$ cat config.mk
export PLATFORM = sky130hd
export DESIGN_NAME = alu_muldiv
export DESIGN_NICKNAME = d
export VERILOG_FILES = /design/src/rtl/alu_pkg.sv /design/src/rtl/muldiv_core.sv /design/src/rtl/alu_muldiv.sv
export SDC_FILE = /design/constraint.sdc
export NUM_CORES = 2
export LEC_CHECK = 0
export BUFFER_PORTS_ARGS = -buffer_cell sky130_fd_sc_hd__buf_2
export CORE_MARGIN = 5
export CORE_UTILIZATION = 30
export CTS_CLUSTER_DIAMETER = 60
export DETAILED_ROUTE_END_ITERATION = 6
export PLACE_DENSITY_LB_ADDON = 0.2
export SLEW_MARGIN = 20
export SYNTH_ARGS = -nofsm -noshare
export SYNTH_HDL_FRONTEND = slang
export SYNTH_SLANG_ARGS = --single-unit
$ cat constraint.sdc
create_clock -name i_clk -period 20 [get_ports i_clk]
set_input_delay 0 -clock i_clk [delete_from_list [all_inputs] [get_ports i_clk]]
set_output_delay 0 -clock i_clk [all_outputs]
set_load 0.03 [all_outputs]
$ cat src/rtl/alu_pkg.sv
// Shared definitions for the ALU / multiply-divide unit: default widths,
// function codes, FSM state encoding and the control bundle that the
// sign-correction step needs.
package alu_pkg;

  localparam int BITS_SIZE_DEF  = 32;
  localparam int BITS_SHAMT_DEF = 5;
  localparam int BITS_OP_DEF    = 6;

  // Function codes
  localparam logic [5:0] FN_SLL   = 6'b000000;
  localparam logic [5:0] FN_SRL   = 6'b000010;
  localparam logic [5:0] FN_SRA   = 6'b000011;
  localparam logic [5:0] FN_MFHI  = 6'b010000;
  localparam logic [5:0] FN_MFLO  = 6'b010010;
  localparam logic [5:0] FN_MULT  = 6'b011000;
  localparam logic [5:0] FN_MULTU = 6'b011001;
  localparam logic [5:0] FN_DIV   = 6'b011010;
  localparam logic [5:0] FN_DIVU  = 6'b011011;
  localparam logic [5:0] FN_ADD   = 6'b100000;
  localparam logic [5:0] FN_SUB   = 6'b100010;
  localparam logic [5:0] FN_AND   = 6'b100100;
  localparam logic [5:0] FN_OR    = 6'b100101;
  localparam logic [5:0] FN_XOR   = 6'b100110;
  localparam logic [5:0] FN_NOR   = 6'b100111;
  localparam logic [5:0] FN_SLT   = 6'b101010;
  localparam logic [5:0] FN_SLTU  = 6'b101011;

  // Control FSM encoding
  localparam logic [1:0] ST_IDLE = 2'b00;
  localparam logic [1:0] ST_CALC = 2'b01;
  localparam logic [1:0] ST_FIX  = 2'b10;

  // Everything the FIX step needs to turn magnitudes back into HI/LO
  typedef struct packed {
    logic is_div;   // 1 = divide, 0 = multiply
    logic neg_res;  // product / quotient must be negated
    logic neg_a;    // dividend was negative (remainder takes its sign)
    logic div0;     // divisor was zero
  } md_ctl_t;

  // True for the four iterative operations
  function automatic logic fn_is_muldiv(input logic [5:0] op);
    return (op == FN_MULT) || (op == FN_MULTU) || (op == FN_DIV) || (op == FN_DIVU);
  endfunction

  // True for the signed flavours of multiply / divide
  function automatic logic fn_is_signed_md(input logic [5:0] op);
    return (op == FN_MULT) || (op == FN_DIV);
  endfunction

endpackage

$ cat src/rtl/muldiv_core.sv
// Iterative unsigned multiplier / restoring divider working on operand
// magnitudes. One iteration per clock, BITS_SIZE iterations per operation.
// Multiply: {hi,lo} holds the running product, multiplier shifts out of lo.
// Divide:   hi holds the partial remainder, dividend shifts out of lo and the
//           quotient bits shift into lo.
module muldiv_core
  import alu_pkg::*;
#(
  parameter int BITS_SIZE  = BITS_SIZE_DEF,
  parameter int BITS_SHAMT = BITS_SHAMT_DEF
) (
  input  logic                 i_clk,
  input  logic                 i_reset,
  input  logic                 i_start,
  input  logic                 i_div,
  input  logic [BITS_SIZE-1:0] i_mag_a,
  input  logic [BITS_SIZE-1:0] i_mag_b,
  output logic                 o_done,
  output logic [BITS_SIZE-1:0] o_hi,
  output logic [BITS_SIZE-1:0] o_lo
);

  localparam logic [BITS_SHAMT-1:0] LAST_CNT = BITS_SHAMT'(BITS_SIZE - 1);

  logic                  busy_q, busy_d;
  logic                  div_q, div_d;
  logic [BITS_SHAMT-1:0] cnt_q, cnt_d;
  logic [BITS_SIZE-1:0]  hi_q, hi_d;
  logic [BITS_SIZE-1:0]  lo_q, lo_d;
  logic [BITS_SIZE-1:0]  opnd_q, opnd_d;
  logic [BITS_SIZE:0]    add_sum_s;
  logic [BITS_SIZE:0]    shifted_s;
  logic [BITS_SIZE:0]    diff_s;

  // Final iteration happens on the coming edge
  assign o_done = busy_q && (cnt_q == LAST_CNT);
  assign o_hi   = hi_q;
  assign o_lo   = lo_q;

  // One shift-add or restoring-subtract step, plus operand load on start
  always_comb begin
    busy_d    = busy_q;
    div_d     = div_q;
    cnt_d     = cnt_q;
    hi_d      = hi_q;
    lo_d      = lo_q;
    opnd_d    = opnd_q;
    add_sum_s = {1'b0, hi_q} + (lo_q[0] ? {1'b0, opnd_q} : {(BITS_SIZE+1){1'b0}});
    shifted_s = {hi_q, lo_q[BITS_SIZE-1]};
    diff_s    = shifted_s - {1'b0, opnd_q};
    if (i_start) begin
      busy_d = 1'b1;
      div_d  = i_div;
      cnt_d  = '0;
      hi_d   = '0;
      lo_d   = i_mag_a;
      opnd_d = i_mag_b;
    end else if (busy_q) begin
      if (div_q) begin
        if (!diff_s[BITS_SIZE]) begin
          hi_d = diff_s[BITS_SIZE-1:0];
          lo_d = {lo_q[BITS_SIZE-2:0], 1'b1};
        end else begin
          hi_d = shifted_s[BITS_SIZE-1:0];
          lo_d = {lo_q[BITS_SIZE-2:0], 1'b0};
        end
      end else begin
        hi_d = add_sum_s[BITS_SIZE:1];
        lo_d = {add_sum_s[0], lo_q[BITS_SIZE-1:1]};
      end
      cnt_d  = cnt_q + 1'b1;
      busy_d = (cnt_q != LAST_CNT);
    end else begin
      busy_d = 1'b0;
    end
  end

  // Datapath and iteration counter registers
  always_ff @(posedge i_clk or posedge i_reset) begin
    if (i_reset) begin
      busy_q <= 1'b0;
      div_q  <= 1'b0;
      cnt_q  <= '0;
      hi_q   <= '0;
      lo_q   <= '0;
      opnd_q <= '0;
    end else begin
      busy_q <= busy_d;
      div_q  <= div_d;
      cnt_q  <= cnt_d;
      hi_q   <= hi_d;
      lo_q   <= lo_d;
      opnd_q <= opnd_d;
    end
  end

endmodule

$ cat src/rtl/alu_muldiv.sv
// MIPS-style ALU with HI/LO multiply/divide. Single-cycle operations answer
// on the edge that accepts them; MULT/DIV run in muldiv_core under an
// IDLE -> CALC -> FIX control FSM and answer with the new LO.
module alu_muldiv
  import alu_pkg::*;
#(
  parameter int BITS_SIZE  = BITS_SIZE_DEF,
  parameter int BITS_SHAMT = BITS_SHAMT_DEF,
  parameter int BITS_OP    = BITS_OP_DEF
) (
  input  logic                  i_clk,
  input  logic                  i_reset,
  input  logic                  i_valid,
  input  logic [BITS_OP-1:0]    i_op,
  input  logic [BITS_SIZE-1:0]  i_data_a,
  input  logic [BITS_SIZE-1:0]  i_data_b,
  input  logic [BITS_SHAMT-1:0] i_alu_shamt,
  input  logic                  i_flag_shamt,
  output logic                  o_ready,
  output logic                  o_valid,
  output logic [BITS_SIZE-1:0]  o_result,
  output logic                  o_alu_zero
);

  logic [1:0]            state_q, state_d;
  logic                  ready_q, ready_d;
  logic                  valid_q, valid_d;
  logic                  zero_q, zero_d;
  logic [BITS_SIZE-1:0]  result_q, result_d;
  logic [BITS_SIZE-1:0]  hi_q, hi_d;
  logic [BITS_SIZE-1:0]  lo_q, lo_d;
  logic [BITS_SIZE-1:0]  a_q, a_d;
  md_ctl_t               ctl_q, ctl_d;

  logic [5:0]            op_s;
  logic                  accept_s;
  logic                  is_md_s;
  logic                  is_signed_s;
  logic [BITS_SHAMT-1:0] shamt_s;
  logic [BITS_SIZE-1:0]  alu_res_s;
  logic [BITS_SIZE-1:0]  mag_a_s, mag_b_s;
  logic                  core_start_s;
  logic                  core_done_s;
  logic [BITS_SIZE-1:0]  core_hi_s, core_lo_s;
  logic [2*BITS_SIZE-1:0] prod_s;
  logic [BITS_SIZE-1:0]  fix_hi_s, fix_lo_s;

  assign op_s        = 6'(i_op);
  assign accept_s    = i_valid && ready_q;
  assign is_md_s     = fn_is_muldiv(op_s);
  assign is_signed_s = fn_is_signed_md(op_s);
  assign shamt_s     = i_flag_shamt ? i_alu_shamt : i_data_a[BITS_SHAMT-1:0];

  assign o_ready    = ready_q;
  assign o_valid    = valid_q;
  assign o_result   = result_q;
  assign o_alu_zero = zero_q;

  // Single-cycle result selection; unknown codes produce zero
  always_comb begin
    alu_res_s = '0;
    case (op_s)
      FN_ADD:  alu_res_s = i_data_a + i_data_b;
      FN_SUB:  alu_res_s = i_data_a - i_data_b;
      FN_AND:  alu_res_s = i_data_a & i_data_b;
      FN_OR:   alu_res_s = i_data_a | i_data_b;
      FN_XOR:  alu_res_s = i_data_a ^ i_data_b;
      FN_NOR:  alu_res_s = ~(i_data_a | i_data_b);
      FN_SLT:  alu_res_s = {{(BITS_SIZE-1){1'b0}}, ($signed(i_data_a) < $signed(i_data_b))};
      FN_SLTU: alu_res_s = {{(BITS_SIZE-1){1'b0}}, (i_data_a < i_data_b)};
      FN_SLL:  alu_res_s = i_data_b << shamt_s;
      FN_SRL:  alu_res_s = i_data_b >> shamt_s;
      FN_SRA:  alu_res_s = $signed(i_data_b) >>> shamt_s;
      FN_MFHI: alu_res_s = hi_q;
      FN_MFLO: alu_res_s = lo_q;
      default: alu_res_s = '0;
    endcase
  end

  // Operand magnitudes handed to the iterative core
  always_comb begin
    if (is_signed_s && i_data_a[BITS_SIZE-1]) begin
      mag_a_s = -i_data_a;
    end else begin
      mag_a_s = i_data_a;
    end
    if (is_signed_s && i_data_b[BITS_SIZE-1]) begin
      mag_b_s = -i_data_b;
    end else begin
      mag_b_s = i_data_b;
    end
  end

  // Sign correction of the core's magnitude result into final HI/LO
  always_comb begin
    prod_s = {core_hi_s, core_lo_s};
    if (ctl_q.is_div) begin
      if (ctl_q.div0) begin
        fix_hi_s = a_q;
        fix_lo_s = '1;
      end else begin
        fix_lo_s = ctl_q.neg_res ? -core_lo_s : core_lo_s;
        fix_hi_s = ctl_q.neg_a   ? -core_hi_s : core_hi_s;
      end
    end else begin
      if (ctl_q.neg_res) begin
        prod_s = -prod_s;
      end else begin
        prod_s = prod_s;
      end
      fix_hi_s = prod_s[2*BITS_SIZE-1:BITS_SIZE];
      fix_lo_s = prod_s[BITS_SIZE-1:0];
    end
  end

  // Control FSM and result/HI/LO next-state logic
  always_comb begin
    state_d      = state_q;
    valid_d      = 1'b0;
    zero_d       = zero_q;
    result_d     = result_q;
    hi_d         = hi_q;
    lo_d         = lo_q;
    a_d          = a_q;
    ctl_d        = ctl_q;
    core_start_s = 1'b0;
    case (state_q)
      ST_IDLE: begin
        if (accept_s) begin
          if (is_md_s) begin
            core_start_s  = 1'b1;
            state_d       = ST_CALC;
            a_d           = i_data_a;
            ctl_d.is_div  = op_s[1];
            ctl_d.neg_a   = is_signed_s && i_data_a[BITS_SIZE-1];
            ctl_d.neg_res = is_signed_s && (i_data_a[BITS_SIZE-1] ^ i_data_b[BITS_SIZE-1]);
            ctl_d.div0    = (i_data_b == '0);
          end else begin
            valid_d  = 1'b1;
            result_d = alu_res_s;
            zero_d   = (alu_res_s == '0);
          end
        end else begin
          state_d = ST_IDLE;
        end
      end
      ST_CALC: begin
        if (core_done_s) begin
          state_d = ST_FIX;
        end else begin
          state_d = ST_CALC;
        end
      end
      ST_FIX: begin
        hi_d     = fix_hi_s;
        lo_d     = fix_lo_s;
        result_d = fix_lo_s;
        zero_d   = (fix_lo_s == '0);
        valid_d  = 1'b1;
        state_d  = ST_IDLE;
      end
      default: begin
        state_d = ST_IDLE;
      end
    endcase
    ready_d = (state_d == ST_IDLE);
  end

  // State, HI/LO and registered outputs
  always_ff @(posedge i_clk or posedge i_reset) begin
    if (i_reset) begin
      state_q  <= ST_IDLE;
      ready_q  <= 1'b1;
      valid_q  <= 1'b0;
      zero_q   <= 1'b1;
      result_q <= '0;
      hi_q     <= '0;
      lo_q     <= '0;
      a_q      <= '0;
      ctl_q    <= '0;
    end else begin
      state_q  <= state_d;
      ready_q  <= ready_d;
      valid_q  <= valid_d;
      zero_q   <= zero_d;
      result_q <= result_d;
      hi_q     <= hi_d;
      lo_q     <= lo_d;
      a_q      <= a_d;
      ctl_q    <= ctl_d;
    end
  end

  muldiv_core #(
    .BITS_SIZE  (BITS_SIZE),
    .BITS_SHAMT (BITS_SHAMT)
  ) u_core (
    .i_clk   (i_clk),
    .i_reset (i_reset),
    .i_start (core_start_s),
    .i_div   (op_s[1]),
    .i_mag_a (mag_a_s),
    .i_mag_b (mag_b_s),
    .o_done  (core_done_s),
    .o_hi    (core_hi_s),
    .o_lo    (core_lo_s)
  );

endmodule

==> results.sh <==
export IMPL_status="complete, no violations"
export IMPL_cts_sinks=239
export IMPL_placed_area_um2=29660
export IMPL_r2r_end="u_core.o_hi[5]"
export IMPL_drive_above_1_share_pct=11.05
export IMPL_via_count=30690
export IMPL_hold_path_endpoint="u_core.opnd_q[5]"
export IMPL_cts_path_max_buffers=3
export IMPL_reg2reg_from="u_core.o_lo[31]"
export IMPL_die_area_um2=99570
export IMPL_overflow=0
export IMPL_cpPeakStageDelay_ns=0.85
export IMPL_drt_wl_total_mm=150.9
export IMPL_final_cell_mix="nand2_1 (413), o21ai_0 (369), nor2_1 (284)"
export IMPL_grt_setup_unrepaired="false"
export IMPL_hold_viol=0
export IMPL_synth_warnings=0
export IMPL_instances_no_fill=4890
export IMPL_drv_cap=0
export IMPL_htree_levels=2
export IMPL_routedWlPerCell_um=30.86
export IMPL_num_rows=112
export IMPL_synth_main_ff_cell="dfrtp_1"
export IMPL_ff2ff_path_depth=16
export IMPL_met3_usage_pct=6.771
export IMPL_ys_ff_latch=239
export IMPL_rrSetupSlack_ns=15.06
export IMPL_worstSetupPathType="input port to flip-flop"
export IMPL_layout_nets=3862
export IMPL_crit_slowest_cell="a2111oi_0"
export IMPL_vias_per_cell=6.275
export IMPL_syn_num_nets=3891
export IMPL_die_w_um=315.6
export IMPL_insertion_delay_ns=0.57
export IMPL_use_met2_pct=44.01
export IMPL_numCtsBuffers=39
export IMPL_endpoint_kind="flip-flop"
export IMPL_cp_arrival_ns=5.70
export IMPL_coreArea_um2=93050
export IMPL_ios=114
export IMPL_powerDensity_nw_per_um2=128.0
export IMPL_min_path_type="input port to flip-flop"
export IMPL_ys_async_sr_fraction_pct=100.0
export IMPL_ant_nets=0
export IMPL_setup_viol=0
export IMPL_antenna_found_initial=12
export IMPL_startpoint_type="input port"
export IMPL_whs_path_depth=3
export IMPL_cts_tree="done"
export IMPL_peakVddDrop_uv=114.6
export IMPL_hp_start="i_data_b[5]"
export IMPL_synth_cell_types=87
export IMPL_initialDrtViolationCount=3888
export IMPL_leakage_nw=13.10
export IMPL_clock_tree_root_cell="clkbuf_16"
export IMPL_critical_path_max_fanout=10
export IMPL_top_usage_layer="met2"
export IMPL_syn_avg_cell_area_um2=7.722
export IMPL_slew_headroom_pct=26.49
export IMPL_grt_pass1_wl_mm=213.7
export IMPL_portBuffers=113
export IMPL_place_hpwl_mm=116.3
export IMPL_cp_cell_sequence="dlygate4sd3_1 -> buf_2 -> inv_1 -> ha_1 -> a21oi_1 -> o311ai_0 -> buf_4 -> a2111oi_0 -> a21oi_1 -> a221oi_1 -> o211ai_1 -> nor4_1 -> nand4_1 -> nor4_1 -> nand4b_1 -> o21ai_1"
export IMPL_syn_inst=3627
export IMPL_first_pass_iters=6
export IMPL_dpl_cell_count=4777
export IMPL_design_area_um2=31400
export IMPL_grt_pass1_vias=28670
export IMPL_track_usage_pct=28.98
export IMPL_grt_use_met1_pct=39.09
export IMPL_final_setup_skew_ns=0.01780
export IMPL_gp_congestion=1.080
export IMPL_post_cts_setup_buffer_count=0
export IMPL_final_common_cell="nand2_1"
export IMPL_syn_area_um2=28010
export IMPL_synth_top_cell_area_share_pct=21.17
export IMPL_synth_edf_count=0
export IMPL_synth_area_leaders="dfrtp_1 (21%), ha_1 (8.1%), o21ai_0 (6.6%)"
export IMPL_worstPathRequired_ns=20.49
export IMPL_cts_resized=0
export IMPL_num_fill_cells=9934
export IMPL_synth_top_cell_by_area="dfrtp_1"
export IMPL_grt_max_degree=111
export IMPL_seq_area_frac_synth_pct=21.36
export IMPL_tightest_slew_ns=1.072
export IMPL_finalSetupTns_ns=0
export IMPL_maxSlewViolCount=0
export IMPL_remaining_drc_errors=0
export IMPL_die_y_um=315.6
export IMPL_min_period_ns=5.207
export IMPL_cts_clk_slew_worst_paths_ns=0.05
export IMPL_area_delta_synth_final_pct=12.10
export IMPL_period_share_pct=26.04
export IMPL_max_freq_mhz=192.0
export IMPL_initial_core_util_pct=30.10
## timing repair
action / 4_1_cts / 5_1_grt
hold buffers: 32 / 0
endpoints found under the hold margin: 154 / 0
setup endpoints to repair: 0 / 0
## synth_stat cells (32+ instances only)
| master | number |
|---|---|
| nand2_1 | 416 |
| o21ai_0 | 369 |
| nor2_1 | 289 |
| a21oi_1 | 240 |
| dfrtp_1 | 237 |
| clkbuf_1 | 234 |
| ha_1 | 181 |
| inv_1 | 154 |
| xnor2_1 | 143 |
| mux2i_1 | 117 |
| nor3_1 | 72 |
| o211ai_1 | 72 |
| a21o_1 | 70 |
| a31oi_1 | 64 |
| nand3_1 | 64 |
| mux4_2 | 58 |
| a211oi_1 | 53 |
| nor4_1 | 43 |
| xor2_1 | 41 |
| or3_1 | 32 |
## per-stage QoR
step / hold slack, ns / utilization [%] / power (mW) / setup slack [ns]
finish: 0.03827 / 33.74 / 4.019 / 14.79
global route: 0.04914 / 33.72 / 4.282 / 14.67
CTS: 0.002813 / 33.68 / 3.994 / 14.79
detailed placement: 0.2579 / 31.87 / 3.247 / 14.50
global placement: 0.2545 / 31.87 / 3.250 / 14.41
floorplan: 0.1186 / - / 2.521 / 13.44
## registers in the layout, summed over array words and instances (netlist names)
signal	count
u_core.o_lo	32
o_result	32
hi_q	32
a_q	32
u_core.div_q	1
u_core.cnt_q	5
ctl_q	3
u_core.opnd_q	32
lo_q	32
o_valid	1
state_q	2
u_core.o_hi	32
u_core.busy_q	1
o_ready	1
o_alu_zero	1
## kinds of logic (layout without fill, tap and decap cells)
logic type / Yosys count / count (layout) / synth area share, %
AOI/OAI and AO/OA: 1250 / 1250 / 29.27
DFF: 239 / 239 / 21.36
adders and majority gates: 185 / 185 / 8.372
muxes: 207 / 207 / 10.53
buffers and inverters: 443 / 445 / 6.205
and+or+nand+nor: 1119 / 1119 / 18.50
other: 0 / 7 / 0
xor gates and xnor gates: 184 / 184 / 5.754
## power by group
part | switching, mW | internal, mW
logic | 1.44 | 0.922
clock network | 0.282 | 0.442
registers | 0.276 | 0.659
total | 2.00 | 2.02
## critical path, delay by kind of cell
family	cells	cell delay [ns]
simple gates	4	1.42
buf+inv	4	1.20
fa+ha+maj	1	0.49
compound gates	7	2.57
## worst max path at each step
stage | cells after the start | slack [ns] | end | startpoint
2_1_floorplan | 1 | 13.44 | a_q[0] | i_reset
3_3_place_gp | 12 | 14.41 | o_alu_zero | i_flag_shamt
3_5_place_dp | 13 | 14.50 | o_alu_zero | i_flag_shamt
4_1_cts | 14 | 14.79 | o_alu_zero | i_data_a[0]
5_1_grt | 13 | 14.67 | o_alu_zero | i_data_a[0]
6_report | 16 | 14.79 | o_alu_zero | i_data_a[6]
## routing by layer
layer / share of wire [%] / wire (um)
met5: 0.019 / 28
met1: 42 / 63300
met2: 43 / 64410
met3: 9.6 / 14410
met4: 5.8 / 8745
## layout make-up
cell class | count | area [um^2] | area share [%]
Antenna cell | 7 | 17.52 | 0.05579
Clock buffer | 53 | 1131 | 3.602
Multi-Input combinational cell | 2945 | 20420 | 65.04
Tap cell | 1254 | 1569 | 4.997
Sequential cell | 239 | 5991 | 19.08
Clock inverter | 19 | 229.0 | 0.7293
Timing Repair Buffer | 216 | 1441 | 4.591
Inverter | 157 | 596.8 | 1.901
(Power assumes the default switching activity.)
